--- config.mk ---
export PLATFORM = sky130hd
export DESIGN_NAME = ring_phase_monitor
export DESIGN_NICKNAME = d
export VERILOG_FILES = /design/src/rtl/ring_phase_monitor.sv
export SDC_FILE = /design/constraint.sdc
export NUM_CORES = 1
export LEC_CHECK = 0
export ABC_CLOCK_PERIOD_IN_PS = 3300
export CAP_MARGIN = 20
export CORE_MARGIN = 1
export CORE_UTILIZATION = 45
export DETAILED_ROUTE_END_ITERATION = 12
export GPL_TIMING_DRIVEN = 0
export PLACE_DENSITY_LB_ADDON = 0.12
export SYNTH_ARGS = -nofsm -noshare
export SYNTH_HDL_FRONTEND = slang
export SYNTH_SLANG_ARGS = --single-unit
--- constraint.sdc ---
create_clock -name clk -period 3.3 [get_ports clk]
set_clock_uncertainty 0.2 [all_clocks]
set_input_delay 0.33 -clock clk [delete_from_list [all_inputs] [get_ports clk]]
set_output_delay 0.33 -clock clk [all_outputs]
set_load 0.02 [all_outputs]
--- src/rtl/ring_phase_monitor.sv ---
// ring_phase_monitor: watches a one-hot ring counter. Each enabled clock it checks that
// the sample is one-hot and is exactly one rotation past the previous enabled sample.
// It reports the hot-bit index, lock status and completed revolutions. A sticky error
// records the first fault cause.
module ring_phase_monitor #(
  parameter int WIDTH      = 4,
  parameter int REV_W      = 8,
  parameter int LOCK_STEPS = 2
) (
  input  logic                     clk,
  input  logic                     rst,
  input  logic                     en,
  input  logic [WIDTH-1:0]         ring_q,
  input  logic                     clr,
  output logic [$clog2(WIDTH)-1:0] phase,
  output logic                     phase_vld,
  output logic                     locked,
  output logic                     rev_tick,
  output logic [REV_W-1:0]         rev_cnt,
  output logic                     err,
  output logic [1:0]               err_code
);

  localparam int PH_W  = $clog2(WIDTH);
  localparam int CNT_W = (LOCK_STEPS < 1) ? 1 : $clog2(LOCK_STEPS + 1);

  typedef enum logic [1:0] {
    S_SYNC   = 2'd0,
    S_ACQ    = 2'd1,
    S_LOCKED = 2'd2,
    S_FAULT  = 2'd3
  } state_t;

  state_t             state_q, state_d;
  logic [CNT_W-1:0]   step_cnt_q, step_cnt_d;
  logic [WIDTH-1:0]   prev_q, prev_d;
  logic [PH_W-1:0]    phase_q, phase_d;
  logic               phase_vld_q, phase_vld_d;
  logic               rev_tick_q, rev_tick_d;
  logic [REV_W-1:0]   rev_cnt_q, rev_cnt_d;
  logic               err_q, err_d;
  logic [1:0]         err_code_q, err_code_d;

  logic [WIDTH-1:0]   prev_rot;
  logic               is_onehot;
  logic               legal_step;
  logic               wrap_step;
  logic [PH_W-1:0]    hot_idx;
  logic               fault;
  logic [1:0]         fault_code;

  // Expected next sample: previous sample rotated left by one (bit i -> bit i+1 mod WIDTH).
  for (genvar gi = 0; gi < WIDTH; gi++) begin : g_rot
    assign prev_rot[(gi + 1) % WIDTH] = prev_q[gi];
  end

  // Decode the current sample: one-hot test, hot-bit index and step legality.
  always_comb begin
    is_onehot = (ring_q != '0) && ((ring_q & (ring_q - WIDTH'(1))) == '0);
    hot_idx   = '0;
    for (int i = 0; i < WIDTH; i++) begin
      if (ring_q[i]) hot_idx = PH_W'(i);
    end
    legal_step = is_onehot && (ring_q == prev_rot);
    wrap_step  = legal_step && prev_q[WIDTH-1];
  end

  // Tracking FSM, phase/revolution bookkeeping and sticky error next-state logic.
  always_comb begin
    state_d     = state_q;
    step_cnt_d  = step_cnt_q;
    prev_d      = prev_q;
    phase_d     = phase_q;
    phase_vld_d = phase_vld_q;
    rev_tick_d  = 1'b0;
    rev_cnt_d   = rev_cnt_q;
    err_d       = err_q;
    err_code_d  = err_code_q;
    fault       = 1'b0;
    fault_code  = 2'b00;

    if (en) begin
      prev_d      = ring_q;
      phase_vld_d = is_onehot;
      if (is_onehot) phase_d = hot_idx;

      case (state_q)
        S_SYNC: begin
          if (is_onehot) begin
            state_d    = S_ACQ;
            step_cnt_d = '0;
          end
        end
        S_ACQ: begin
          if (legal_step) begin
            step_cnt_d = step_cnt_q + CNT_W'(1);
            if (step_cnt_d == CNT_W'(LOCK_STEPS)) state_d = S_LOCKED;
          end else begin
            state_d = S_SYNC;
          end
        end
        S_LOCKED: begin
          if (legal_step) begin
            if (wrap_step) begin
              rev_tick_d = 1'b1;
              rev_cnt_d  = rev_cnt_q + REV_W'(1);
            end
          end else begin
            state_d    = S_FAULT;
            fault      = 1'b1;
            fault_code = is_onehot ? 2'b10 : 2'b01;
          end
        end
        S_FAULT: state_d = S_SYNC;
        default: state_d = S_SYNC;
      endcase
    end

    // clr wipes the counters first so a fault in the same cycle still lands.
    if (clr) begin
      rev_cnt_d  = '0;
      err_d      = 1'b0;
      err_code_d = 2'b00;
    end
    if (fault) begin
      err_d = 1'b1;
      if (!err_q || clr) err_code_d = fault_code;
    end
  end

  // State and output registers with asynchronous active-low reset.
  always_ff @(posedge clk or negedge rst) begin
    if (!rst) begin
      state_q     <= S_SYNC;
      step_cnt_q  <= '0;
      prev_q      <= '0;
      phase_q     <= '0;
      phase_vld_q <= 1'b0;
      rev_tick_q  <= 1'b0;
      rev_cnt_q   <= '0;
      err_q       <= 1'b0;
      err_code_q  <= 2'b00;
    end else begin
      state_q     <= state_d;
      step_cnt_q  <= step_cnt_d;
      prev_q      <= prev_d;
      phase_q     <= phase_d;
      phase_vld_q <= phase_vld_d;
      rev_tick_q  <= rev_tick_d;
      rev_cnt_q   <= rev_cnt_d;
      err_q       <= err_d;
      err_code_q  <= err_code_d;
    end
  end

  assign phase     = phase_q;
  assign phase_vld = phase_vld_q;
  assign locked    = (state_q == S_LOCKED);
  assign rev_tick  = rev_tick_q;
  assign rev_cnt   = rev_cnt_q;
  assign err       = err_q;
  assign err_code  = err_code_q;

endmodule

-- Word-level counts from Yosys, hierarchy flattened
Cells that the tools add are included.
- output and inout bits: 16
- register bits after elaboration: 23
- input bits: 8
- add/sub/neg operators: 3
- equality and inequality tests: 9
- muxes and demuxes: 32
- reductions and logical operators: 18
- bitwise gates (word level): 1
- operator list (operator ; number):
    2-to-1 mux 8 bit ; 5
    2-to-1 mux 2 bit ; 15
    AND reduction 4 bit ; 3
    nonzero test 2 bit ; 6
    2-to-1 mux 1 bit ; 10
    adder 8 x 1 -> 8 bit (second input constant) ; 1
    one-hot mux 2 bit (4 select lines) ; 1
    equality test 2 bit (second input constant) ; 3
    != test 2 bit (second input constant) ; 3
    bitwise AND 4 bit ; 1
    equality test 4 bit ; 1
    zero test 4 bit ; 1
    one-hot mux 2 bit (2 select lines) ; 1
    nonzero test 4 bit ; 1
    subtractor 4 x 1 -> 4 bit (second input constant) ; 1
    logical AND 1 bit ; 3
    != test 3 bit (second input constant) ; 1
    adder 2 x 1 -> 2 bit (second input constant) ; 1
    equality test 2 x 1 -> 1 bit (second input constant) ; 1
    zero test 2 bit ; 1
    AND reduction 2 bit ; 1
    zero test 1 bit ; 1
    logical OR 1 bit ; 1

-- Logic depth before layout (Yosys ltp)
Gate-level depths: netlist of the first run.
- depth in word-level cells: 11
- gate-level depth with buffers: 6
- depth with buffers taken out: 5

-- Least setup slack after synthesis of the first run
No wires, ideal clock.
- kind: input to register
- start: in ring_q[2]
- end: reg rev_cnt_q[5], in the netlist rev_cnt[5]
- setup time: 128 ps
- slack: 1338 ps
- stages: 6
- buffers on the path: 2
- arrival time: 1635 ps
- cell sequence: buf_4 nor4b_4 a211oi_2 buf_6 nor4_1 mux2_1
- longest elaborated chain between the ends: 8
- elaborated cells between the ends (all ways): 11
- those cells by class: add/sub: 1; eq/ne: 1; bitwise: 1; reduce/logical: 8
- RTL lines (what ; line ; RTL):
    start, declared ; 13 ; input logic [WIDTH-1:0] ring_q,
    subtractor 4 x 1 -> 4 bit ; 59 ; is_onehot = (ring_q != '0) && ((ring_q & (ring_q - WIDTH'(1))) == '0);
    bitwise AND 4 bit ; 59 ;
    zero test 4 bit ; 59 ;
    logical AND 1 bit ; 59 ;
    logical AND 1 bit (*) ; 64 ; legal_step = is_onehot && (ring_q == prev_rot);
    logical AND 1 bit ; 65 ; wrap_step = legal_step && prev_q[WIDTH-1];
    nonzero test 2 bit (no line) ; - ;
    AND reduction 4 bit (no line) (*) ; - ;
    end signal, assigned ; 150 ; rev_cnt_q <= rev_cnt_d;
    end, declared ; 40 ; logic [REV_W-1:0] rev_cnt_q, rev_cnt_d;
Every way passes the cells marked *; elsewhere a longest branch is shown, timed or not.
A chain may end at the register's enable or synchronous reset.

-- Worst setup path after layout of the first run
- start: in ring_q[3]
- end: reg rev_cnt_q[7], in the netlist rev_cnt[7]
The elaborated chain is that of the path after synthesis.

==> flow_results.org, run 1 <==
** Route
- Vias per std cell :: 5.71
- The detailed router placed 1108 vias in this run.
- Routed wire length :: 2720 µm
- In this run, the number of DRC markers left after iteration 0 of detailed routing was 33.
- For this run, the detailed router's first-pass iteration total came to 8.
- Residual DRC count :: 1
- Post-detailed-route wirelength per cell :: 14.0 µm
- The detail route stage leaves a number of antenna-violating nets equal to 0.

** Yosys
- Synthesis warning total :: 0
- After technology mapping, the gate count stands at 139.
- Fraction of synthesized cell area in xor and xnor cells :: 3.15%
- After Yosys synthesis, full adders, half adders and majority gates account for 1.80% of the synthesized area.
- Seq/Total Area, Yosys :: 41.4%
- Post-synthesis mux area share :: 8.82%
- Basic-gate share of the synthesized area counting and, or, nand and nor cells :: 27.7%
- Synthesis inferred 23 register bits.
- In this run, distinct cell masters in the synthesized netlist total 40.
- The number of nets handed over by synthesis was 149.
- The synthesized netlist devotes 10.5% of its cell area to compound gates.
- Combinational family with the most area after synthesis :: simple AND/OR/NAND/NOR gates
- Netlist Area Pre-Place :: 1390 µm²
- A synthesized cell averages 10.0 µm².

** Cells and area
- The area growth from synthesis to layout is 19.4%.
- In the final layout, the share of cells above drive strength 1 is 15.3%.
- Number of diodes :: 0
- For this run, the post-layout net count is 174.
- Measured on the finished design, the core utilization comes to 58.2%.
- Commonest cells after routing, fill and taps aside :: dfrtp_1 (23), clkdlybuf4s50_1 (19), nand2_1 (15), nor2_1 (12), o21ai_0 (8)
- Area of all placed cells without fillers :: 1660 µm²
- Commonest non-fill, non-tap cell in the layout :: dfrtp_1
- The sequential cells in the finished layout cover a total of 576 µm².
- Counting the fill cells in the layout gives 237.
- Multi-input combinational cell area :: 723 µm²

** Timing
- Setup violations remaining at the end of the flow were counted as 0.
- Setup TNS Final :: 0 ps
- Least-Margin Pin Slew :: 537 ps
- Unrepaired setup endpoints after global routing :: no
- The worst pin sits at a relative slew slack of 64.1%.
- The count of final max-slew check failures came to 0.
- Final critical delay including setup and external delays :: 2260 ps
- Max Freq :: 443 MHz
- The final critical path takes up 68.4% of the cycle.
- Hold violation total from the final report :: 0

** Critical path
- STA puts the critical path data arrival time at 2270 ps.
- Startpoint Class :: input pin
- Worst setup endpoint :: rev_cnt[7]
- Data required, critical path :: 3310 ps
- Register-to-register setup slack :: 1140 ps
- The worst setup path is of the in -> reg kind.
- STA classifies the critical path endpoint as a register.
- Crit Reg-Reg Endpoint :: rev_cnt[2]
- Maximum net fanout on the critical path :: 10
- The worst register-to-register path begins at state_q[0].
- R2r worst-path depth :: 5
- Startpoint of the worst setup timing path :: ring_q[3]

** Placement
- Once detailed placement completed, the half-perimeter wirelength came to 1950 µm.
- Last weighted congestion value of the routability-driven placer :: 0.755
- Cell area after placement :: 1620 µm²
- Port-buffer cells :: 19

** Floorplanning
- Once the floorplan was initialized, standard cells occupied 48.7% of the core.
- The core region is 2850 µm².
- Site Rows :: 19
- Vertical die dimension :: 57.6 µm
- Horiz. Die Dim :: 57.6 µm
- The die covers 3320 µm².
- I/O Pins :: 24

** Global routing
- Maximum number of pins on one net before global-route repair :: 24
- For this run the aggregate overflow at the end of global routing stands at 0.
- The first global-routing pass estimated 4730 µm of wire.
- GRT Util Overall :: 18.3%
- Number of global-route vias before repair :: 1065
- Initial antenna violation count :: 0

** Power and ir drop
- Cell internal power was estimated by the tool at 0.420 mW.
- Summed over all nets, the switching power comes to 0.180 mW.
- The share of total power dissipated in combinational logic is 23.8%.
- Power per cell area :: 361 nW/µm²
- Portion of total power attributed to sequential cells :: 53.9%
- In this run the static leakage power is 0.685 nW.
- Net switching is 30.0% of the power.
- Clock network fraction of design power :: 22.3%
- Tot Pwr :: 0.599 mW
- Max VDD drop :: 0.164 mV

** Clocking
- In this run, post-CTS hold repair placed 0 buffers.
- The number of clock buffers added by TritonCTS is 3.
- Root Driver :: clkbuf_4
- For the worst-skew pair, the clock arrives at the later sink with an insertion delay of 310 ps.
- Post-CTS setup buffer count :: 0
- Gates resized during post-CTS repair numbered 0.
- CTS H-tree depth :: 1
- CTS tree :: built
- Maximum clock insertion buffer count :: 2
- Worst-path clk slew :: 130 ps
- Counting every sink on the clock net gives 23.

** Worst hold path
- The tightest min-delay check is of the in -> reg type.

** Flow run
- The tool flagged a number of max-cap violations equal to 0.

** Status
- Violated checks :: design-rule violations
- Result of the run :: complete, but fails checks
-- power groups by stage --
stage	Combinational (mW)	Sequential (mW)	Clock (mW)
global placement	0.138	0.327	0
CTS	0.143	0.324	0.141
finish	0.143	0.323	0.134
floorplan	0.0940	0.332	0
global route	0.160	0.327	0.147
detailed placement	0.142	0.330	0
-- critical path, stage by stage --
cell	delay [ps]
clkdlybuf4s50_1	550
nor4b_2	410
a211oi_2	130
buf_6	170
nor4_1	330
mux2_1	350
-- state kept, by name, summed over array words and instances, names as in the netlist, named ones only --
| name | cells |
|---|---|
| err_code | 2 |
| phase_vld | 1 |
| err | 1 |
| state_q | 1 |
| phase | 2 |
| step_cnt_q | 2 |
| rev_cnt | 8 |
| rev_tick | 1 |
| prev_q | 4 |
-- metrics by stage --
| stage | std cells | worst slack [ps] | hold WS [ps] |
|---|---|---|---|
| after CTS | 193 | 1030 | 74.1 |
| after floorplan | 139 | 1340 | -166 |
| after detailed placement | 189 | 711 | 326 |
| after global routing | 194 | 898 | 69.4 |
| after global placement | 189 | 731 | 312 |
| final | 194 | 1040 | 83.7 |
-- cell usage after synthesis, drive strengths merged --
master   count  area (µm²)
nand2       15        56.3
nand4        5        37.5
and4b        1        10.0
o31a         1        10.0
nor4b        4        56.3
o211ai       2        15.0
and3b        1        10.0
o311ai       2        17.5
nor2b        5        31.3
mux2i        1        10.0
and2         1        6.26
nand3        3        15.0
and4         1        8.76
a2bb2oi      1        8.76
inv          4        15.0
xnor2        3        26.3
clkbuf       4        15.0
dfrtp       23         576
nor2        12        45.0
ha           2        25.0
o21ai        8        40.0
a31oi        1        6.26
nand2b       2        12.5
and2b        3        26.3
buf          5        61.3
nor4         6        37.5
nand3b       3        22.5
o221ai       2        17.5
nor3         2        10.0
a211oi       1        12.5
mux2        10         113
a211o        1        8.76
a21oi        2        10.0
xor2         2        17.5
-- how the worst min path moves through the flow --
stage / start / end / slack, ps / cells past startpoint
4_1_cts: ring_q[0] / prev_q[0] / 70 / 2
6_report: ring_q[0] / prev_q[0] / 80 / 2
5_1_grt: ring_q[0] / prev_q[0] / 70 / 2
2_1_floorplan: rst / async pin / -170 / 0
3_5_place_dp: prev_q[2] / prev_q[2] / 330 / 1
3_3_place_gp: prev_q[0] / prev_q[0] / 310 / 1
-- metal layers --
metal | vias to the layer above | routed length, µm | track usage [%]
met5 | - | 0 | 0
met4 | 0 | 36 | 8.01
met3 | 4 | 93 | 2.04
met2 | 25 | 1240 | 30.1
met1 | 527 | 1350 | 24.4
li1 | 552 | - | -
-- cell families after synthesis --
| group | after synthesis |
|---|---|
| DFF | 23 |
| muxes | 11 |
| xor gates and xnor gates | 5 |
| and+or+nand+nor | 64 |
| buffers and inverters | 13 |
| adders and majority gates | 2 |
| AOI/OAI and AO/OA | 21 |
-- cell type report --
type / instances / share of cell area (%)
clock buffer: 4 / 1.58
timing repair buffer: 20 / 12.4
tap: 31 / 2.34
multi-input combinational: 103 / 43.6
inverter: 4 / 0.904
buffer: 9 / 4.60
sequential: 23 / 34.7
Note: power is estimated with default switching activity, not from simulation.
==> inputs of run 2 (changes only) <==
Settings changed: ABC_CLOCK_PERIOD_IN_PS 3300 to 1970.
Clock period 3.3 ns to 1.97 ns, I/O delays scaled along.
==> flow_results.org, run 2 (same netlist as run 1, synthesis figures left out) <==
** Global routing
- GRT Util Overall :: 18.4%
- Initial antenna violation count :: 0
- Global-route wire length before repair :: 4750 µm
- Entering global routing, the biggest net connects 24 pins.
- Total congestion overflow after global routing :: 0
- The via count of the first global-routing pass came to 1073.

** Timing
- Of the available clock period, the critical path in the final layout requires 95.8%.
- For the pin with the worst max-slew slack, the measured transition is 542 ps.
- After layout, the worst setup slack is 82.9 ps.
- In this run the tightest slew margin relative to its limit is 63.7%.
- Setup repair after global routing left no endpoint under its margin.
- Setup violations remaining at the end of the flow were counted as 0.
- Max Freq :: 530 MHz
- Final critical delay including setup and external delays :: 1890 ps
- Hold timing on the final database bottoms out at a slack of 20.4 ps.
- Max-slew violations :: 0
- The total count of hold-check failures in the final report is 0.

** Status
- Violated checks :: design-rule violations
- Result of the run :: complete, but fails checks

** Critical path
- At the worst endpoint, the required time is 1980 ps.
- The critical path is of the in -> reg type.
- The worst setup path is captured at a register.
- Startpoint Class :: input pin
- The slowest stage of the critical path belongs to the cell nor4b_2.
- Along the worst path, the maximum fanout reaches 10.
- Stage delay of the slowest cell on the critical path :: 430 ps
- The kind of cell with the highest combined delay along the critical path is simple AND/OR/NAND/NOR gates.
- Together, buffers and inverters on the worst path number 2.
- Walking the worst path, the cells encountered are dlygate4sd2_1 -> nor4b_2 -> a211oi_4 -> buf_6 -> nor4_2 -> mux2_1.
- For the worst setup path, the data arrival time is 1890 ps.

** Clocking
- Buffers inserted during clock tree synthesis total 3.
- Clock-pin slew was measured on the worst setup and hold paths at 120 ps.
- The root buffer cell chosen for the clock tree is clkbuf_4.
- For this design, the sink count on the clock tree is 23.
- Maximum clock insertion buffer count :: 2
- In this run the number of H-tree levels came out at 1.
- TritonCTS built the clock tree.
- Clock latency on the worst-skew pair :: 310 ps

** Floorplanning
- Horiz. Die Dim :: 57.6 µm
- Overall die area :: 3320 µm²
- The die is 57.6 µm tall.
- Site Rows :: 19
- For this design the top-level I/O count stands at 24.
- Core Footprint :: 2850 µm²
- The initial utilization of the core area, before any placement, comes to 48.7%.

** Route
- The first detailed-routing pass ran for 8 iterations.
- Iteration-0 DRC count of the detailed router :: 34
- The final route contains 1110 vias.
- Dividing the detail-routed via count by the number of cells gives 5.63.
- Wires add up to 2840 µm.
- Remaining number of nets flagged by the antenna check after routing :: 0
- In the final routed layout, each cell accounts on average for 14.4 µm.
- Residual DRC count :: 1

** Cells and area
- Commonest cells after routing, fill and taps aside :: dfrtp_1 (22), clkdlybuf4s50_1 (17), nand2_1 (15), nor2_1 (12), o21ai_0 (8)
- After filler insertion, the fill cell instance count of the layout stands at 226.
- The repair_antennas step left the layout with diodes totalling 0.
- Layout cell share with drive strength beyond 1 :: 21.7%
- The finished cells cover 1780 µm².
- From synthesis to final layout, the design area changed by 27.8%.
- Flip-flop count of the largest register after layout :: 8
- Post-layout nets :: 177
- Commonest non-fill, non-tap cell in the layout :: dfrtp_1

** Placement
- Cell area after placement :: 1620 µm²
- The HPWL after detailed placement is 1950 µm.
- Last weighted congestion value of the routability-driven placer :: 0.755
- The count of buffers added on input and output ports is 19.
- At the placement stage, the worst setup path has a slack of -486 ps.

** Power and ir drop
- Total leakage power :: 0.739 nW
- Power per cell area :: 578 nW/µm²
- Across the VDD grid, the largest voltage drop is 0.295 mV.

** Flow run
- Number of maximum-capacitance violations :: 0

** Worst hold path
- The tightest min-delay check is of the in -> async type.
run 2: repair_timing:
action,CTS,global route
resized for setup,7,8
pin swaps,1,0
hold endpoints to repair,4,0
endpoints found under the setup margin,8,10
hold buffers,3,0
setup buffers,0,1
run 2: final timing paths:
check,from,end,slack (ps),depth (start not counted)
hold reg to reg,register,register,350,2
setup reg to reg,prev_q[2],rev_cnt[4],110,4
min in group clk,ring_q[2],phase[0],30,2
hold / removal,rst,step_cnt_q[0],20,1
setup / recovery,ring_q[3],rev_cnt[6],80,6
max in group asynchronous,rst,rev_cnt[1],1070,2
run 2: final cells by class:
class                      instances  area, µm²  area share [%]
multi-input combinational        103        807            45.4
sequential                        23        577            32.5
timing repair buffer              24        240            13.5
buffer                             8       72.6            4.08
tap                               31       38.8            2.18
clock buffer                       4       26.3            1.48
inverter                           4       15.0           0.845
run 2: power by group:
| part | total, mW | internal, mW | switching, mW |
|---|---|---|---|
| Combinational | 0.262 | 0.124 | 0.138 |
| Sequential | 0.545 | 0.513 | 0.0324 |
| Clock | 0.220 | 0.0792 | 0.141 |
| Total | 1.03 | 0.716 | 0.312 |
run 2: per-stage QoR:
stage	util [%]	setup TNS, ps	power [mW]	std cells
finish	62.3	0	1.03	197
global placement	56.8	-4030	0.779	189
CTS	59.7	0	1.03	195
global route	62.3	0	1.09	197
detailed placement	56.8	-4690	0.790	189
floorplan	-	0	0.713	139
run 2: per-layer routing:
layer | routed length (µm) | global-route usage, % | share of wire [%] | vias to the layer above
met2 | 1340 | 30.7 | 47 | 21
met5 | 0 | 0 | 0 | -
li1 | - | - | - | 557
met1 | 1370 | 24.1 | 48 | 527
met4 | 44 | 8.01 | 1.6 | 0
met3 | 78 | 2.04 | 2.7 | 5
==> inputs of run 3 (changes only) <==
Settings changed: CAP_MARGIN 20 to default.
==> flow_results.org, run 3 (same netlist as run 1, synthesis figures left out) <==
** Status
- Result of the run :: complete, but fails checks
- Violated checks :: design-rule violations

** Critical path
- Number of stages on the worst setup path :: 6
- STA classifies the critical path endpoint as a register.
- The critical path contains buffers and inverters numbering 2 combined.
- For the worst setup path, the data required time is 1980 ps.
- Critical Path AT :: 1890 ps
- The worst setup path is launched from an input pin.
- Traced cell by cell, the critical path runs through dlygate4sd2_1 -> nor4b_2 -> a211oi_4 -> buf_6 -> nor4_2 -> mux2_1.
- R2r worst-path depth :: 4
- Cell family with most CP delay :: simple AND/OR/NAND/NOR gates
- The worst setup path is of the in -> reg kind.
- On the critical path, the stage with the largest delay is an instance of nor4b_2.
- Along the worst path, the maximum fanout reaches 10.
- Stage delay of the slowest cell on the critical path :: 430 ps

** Clocking
- The root buffer cell chosen for the clock tree is clkbuf_4.
- Number of buffers inserted during clock tree synthesis :: 3
- Clock Sink Count :: 23
- Clock latency on the worst-skew pair :: 310 ps
- Worst-path clk slew :: 130 ps
- The clock passes through at most 2 buffers.
- CTS tree :: built
- In this run the number of H-tree levels came out at 1.

** Timing
- Period utilisation layout :: 95.4%
- Unrepaired setup endpoints after global routing :: no
- Setup-failing EPs final :: 0
- Hold violation total from the final report :: 0
- The count of final max-slew check failures came to 0.
- For the finished layout, the period the worst path requires is 1880 ps.
- Worst relative slew slack :: 31.7%
- Timing would allow up to 532 MHz.
- On the final layout, the worst hold slack is 34.6 ps.
- At the pin with the least slew margin, the transition time is 1020 ps.

** Cells and area
- Commonest non-fill, non-tap cell in the layout :: dfrtp_1
- The library cells used most frequently in the layout, excluding fill and tap cells, are dfrtp_1 (22), clkdlybuf4s50_1 (17), nand2_1 (15), nor2_1 (12), o21ai_0 (8).
- Leaving out filler cells and counting taps, the final layout contains 196.
- Compared with the post-synthesis result, the final layout area differs by 26.7%.
- The multi-input combinational cells in the finished layout cover a total of 807 µm².
- The sequential cells in the finished layout cover a total of 577 µm².
- The filler cells instantiated in the layout total 227.
- Cells with a size suffix above 1 make up 21.2% of the layout.
- Flip-flop count of the largest register after layout :: 8
- Number of diodes :: 0
- Area of all placed cells without fillers :: 1760 µm²
- Post-layout nets :: 176

** Placement
- At the end of routability-driven placement, the weighted congestion stood at 0.755.
- In this run, placement finished with an instance count of 189.
- Half-perimeter wire length after placement :: 1950 µm
- Cell area after placement :: 1620 µm²
- Port-buffer cells :: 19

** Power and ir drop
- Power spread over the standard cell area amounts to 583 nW/µm².
- Max VDD drop :: 0.295 mV
- Part of the total power dissipated in combinational logic :: 25.1%
- In this run, flip-flops and latches consume 53.1% of the power.
- Design internal power :: 0.713 mW
- Proportion of total power due to net switching :: 30.6%
- Total leakage power :: 0.732 nW
- Summed over all nets, the switching power comes to 0.315 mW.
- The clock network is responsible for 21.8% of the overall power.

** Route
- Detailed Routing Iterations Pass 1 :: 8
- Total via count in the routed design :: 1112
- Vias per std cell :: 5.67
- The count of nets left with antenna violations once routing finished came out at 0.
- The first routing iteration left 31 violations.
- Summed over all layers, the routed wires come to 2820 µm.
- Post-detailed-route wirelength per cell :: 14.4 µm
- For this run, design rule violations remaining after detail routing come to 1.

** Floorplanning
- Vertical die dimension :: 57.6 µm
- The initialized floorplan defines 19 standard-cell rows.
- I/O Pins :: 24
- After floorplanning, the core was sized to cover 2850 µm².
- Starting utilization of the core area :: 48.7%
- Overall die area :: 3320 µm²
- Horiz. Die Dim :: 57.6 µm

** Global routing
- Number of global-route vias before repair :: 1073
- GRT Util Overall :: 18.4%
- Maximum number of pins on one net before global-route repair :: 24
- Global-route wire length before repair :: 4750 µm
- The number of antenna violations at the first check in global routing was 0.
- Total congestion overflow after global routing :: 0

** Worst hold path
- The min-delay analysis places its worst path in the category in -> reg.
- Along the worst hold path, the cell count comes to 2.

** Flow run
- Across the run, the number of max-cap violations was 0.
run 3: cell types whose count changed in the layout (fill, tap and decap cells not counted):
cell,change
buf_8,-1
run 3: routing by layer:
layer	up-vias	global-route usage [%]	wire length [µm]
li1	555	-	-
met1	535	24.1	1360
met2	17	30.7	1340
met3	5	2.04	68
met4	0	8.01	44
met5	-	0	0
run 3: repair_timing:
action	CTS	global route
hold endpoints to repair	4	0
gates cloned	0	0
setup buffers	0	1
resized for setup	7	8
hold buffers	3	0
endpoints found under the setup margin	8	10
pin swaps	1	0
run 3: cell type report:
class	instances	share of cell area [%]
sequential	23	32.7
timing repair buffer	23	12.8
buffer	8	4.12
inverter	4	0.852
tap	31	2.20
multi-input combinational	103	45.8
clock buffer	4	1.49
run 3: path summary, 6_finish.rpt:
path,end,slack [ps],from
min in group asynchronous,err_code[1],220,rst
max reg2reg,rev_cnt[4],110,prev_q[2]
min,phase[0],30,ring_q[2]
max in group asynchronous,state_q[0],670,rst
max,rev_cnt[6],90,ring_q[3]
min reg2reg,register,350,register
run 3: power groups by stage:
stage / Combinational (mW) / Sequential (mW) / Clock [mW]
after detailed placement: 0.237 / 0.552 / 0
after global placement: 0.231 / 0.548 / 0
after CTS: 0.242 / 0.549 / 0.236
final: 0.258 / 0.545 / 0.224
after floorplan: 0.157 / 0.556 / 0
after global routing: 0.286 / 0.552 / 0.246
run 3: stage by stage:
| stage | setup TNS, ps | worst slack, ps | util [%] | total power [mW] |
|---|---|---|---|---|
| after floorplan | 0 | 94.7 | - | 0.713 |
| after global placement | -4030 | -466 | 56.8 | 0.779 |
| after detailed placement | -4690 | -486 | 56.8 | 0.790 |
| after CTS | 0 | 12.4 | 59.7 | 1.03 |
| after global routing | 0 | 4.58 | 61.8 | 1.08 |
| final | 0 | 90.1 | 61.8 | 1.03 |
run 3: worst register-to-register path, cell delays in order (launching register included):
cell	delay, ps
dfrtp_1	430
xnor2_2	230
nand4_4	230
nor4_1	310
mux2_2	360
==> RTL change, RTL diff (flow settings as in run 3) <==
The parameter `LOCK_STEPS` goes from 2 to 1.
--- a/src/rtl/ring_phase_monitor.sv
+++ b/src/rtl/ring_phase_monitor.sv
@@ -5,7 +5,7 @@
 module ring_phase_monitor #(
   parameter int WIDTH      = 4,
   parameter int REV_W      = 8,
-  parameter int LOCK_STEPS = 2
+  parameter int LOCK_STEPS = 1
 ) (
   input  logic                     clk,
   input  logic                     rst,
Formal check against the unedited RTL: not equivalent (a bounded check fails within 4 cycles, from zero or initial values and one cycle with rst low).
==> RTL change against run 3 <==
Non-clock buffer count is 1 lower. Hold slack better by 16 ps. Routed wire length is 3.2% lower. Sequential cell count is 1 lower. Via count is 7.1% lower. Synthesized area is 7.9% lower. Setup slack worse by 41 ps. Cell area is 7.5% lower. Total power is 9.9% lower. Critical path type is now register to register. Critical endpoint is now rev_cnt[2]$_DFFE_PN0P_. Highest routed layer unchanged.
==> RTL change: results (changes against run 3) <==
status:
  outcome: "complete, no violations"  # was complete, but fails checks
setup_path:
  r2r_setup_slack_ps: 50  # was 110 ps
  crit_fanout: 8  # was 10
  slowest_delay_ps: 470  # was 430 ps
  worstPathArrival_ps: 1940  # was 1890 ps
  cp_slowest_cell: "dfrtp_2"  # was nor4b_2
  r2r-start: "state_q[0]$_DFFE_PN0P_"  # was prev_q[2]$_DFFE_PN0P_
  timing.rr.end: "rev_cnt[2]$_DFFE_PN0P_"  # was rev_cnt[4]$_DFFE_PN0P_
logic_synthesis:
  netlist_top_cells_count: "dfrtp_1, nor2_1, nor2b_1"  # was dfrtp_1, nand2_1, nor2_1
  synthTopCellsByArea: "dfrtp_1, mux2_1, nor2b_1"  # was dfrtp_1, mux2_2, nand2_1
  syn_nets: 132  # was 149
  yosysUniqueCellTypes: 34  # was 40
  synth_seq_area_share_pct: 43.0  # was 41.4%
worst_hold_path:
  hold_start: "ring_q[1]"  # was ring_q[2]
  hold_depth: 3  # was 2
  worstHoldEndpoint: "phase[0]$_DFFE_PN0P_"  # unchanged
global_route:
  grt_pass1_wl_mm: 4.50  # was 4.75 mm
  grt_max_degree: 23  # was 24
  grt_pass1_vias: 970  # was 1073
route:
  finalWirelength_mm: 2.73  # was 2.82 mm
  drt_iter0_markers: 28  # was 31
  first_pass_iters: 4  # was 8
power_and_ir_drop:
  p_leak_nw: 0.694  # was 0.732 nW
  power_switching_mw: 0.277  # was 0.315 mW
  vdd_drop_max_mv: 0.457  # was 0.295 mV
sta:
  relSlewSlack_pct: 32.7  # was 31.7%
placed_design:
  dp_hpwl_mm: 1.80  # was 1.95 mm
  numPortBuffers: 21  # was 19
  place_inst: 174  # was 189
finish:
  nNetsFinal: 161  # was 176
  drive_gt1_share_pct: 18.7  # was 21.2%
-- RTL change: changes by cell type in the layout (fill, tap and decap cells not counted), moves of 3 or more --
cell,run 3,this run
and2b_2,3,0
mux2_1,3,7
mux2_2,7,4
nand2_1,15,8
nand3_1,3,7
nand4_1,4,1
nor2b_1,5,10
o21ai_0,8,4
-- RTL change: power groups by stage --
stage	logic, mW	registers [mW]	clock network [mW]
2_1_floorplan	0.111	0.528	0
3_3_place_gp	0.185	0.518	0
3_5_place_dp	0.190	0.522	0
4_1_cts	0.196	0.513	0.215
5_1_grt	0.217	0.519	0.234
6_report	0.199	0.514	0.212
-- RTL change: tightest hold or removal path, stage by stage --
cell     delay (ps)
buf_6           110
o32ai_1          90
a21oi_1         120
-- RTL change: routing by layer --
layer / GRT usage [%] / vias to the layer above / part of all wire (%)
met5: 0 / - / 0
met4: 7.50 / 0 / 1.3
met3: 4.92 / 5 / 4.4
met2: 28.2 / 32 / 48
met1: 25.1 / 499 / 46
li1: - / 497 / -
-- RTL change: logic make-up after synthesis --
family	Yosys count	synth area share, %
flops	22	43.0
buf+inv	10	5.28
mux	12	10.5
simple gates	57	26.0
compound gates	16	9.68
xor+xnor	5	4.59
fa+ha+maj	1	0.977
-- RTL change: metrics by stage --
stage               instance area (um2)  setup slack, ps  util [%]  TNS [ps]  hold WS [ps]
floorplan                          1280              152         -         0          -299
global placement                   1530             -448      59.0     -4000           287
CTS                                1600             24.2      61.6         0          51.3
detailed placement                 1530             -457      59.0     -4300           302
global route                       1630            -15.9      62.9     -24.1          54.3
finish                             1630             48.9      62.9         0          50.9
-- RTL change: area by class of cell --
class	instances	area (um2)
fill	222	961
multi-input combinational	91	714
sequential	22	552
timing repair buffer	24	235
buffer	6	52.6
tap	30	37.5
clock buffer	3	22.5
inverter	4	15.0
-- RTL change: timing repair --
action,CTS,global route
pin swaps,1,0
setup buffers,1,0
hold endpoints to repair,2,0
gates resized for setup,6,6
hold buffers,2,0
endpoints found under the setup margin,5,8
-- RTL change: how the worst max path moves through the flow --
stage	from	endpoint
after CTS	state_q[0]$_DFFE_PN0P_	rev_cnt[6]$_DFFE_PN0P_
final	state_q[0]$_DFFE_PN0P_	rev_cnt[2]$_DFFE_PN0P_
after floorplan	prev_q[3]$_DFFE_PN0P_	rev_cnt[4]$_DFFE_PN0P_
after global placement	ring_q[0]	rev_cnt[7]$_DFFE_PN0P_
after global routing	state_q[0]$_DFFE_PN0P_	rev_cnt[2]$_DFFE_PN0P_
after detailed placement	ring_q[0]	rev_cnt[4]$_DFFE_PN0P_
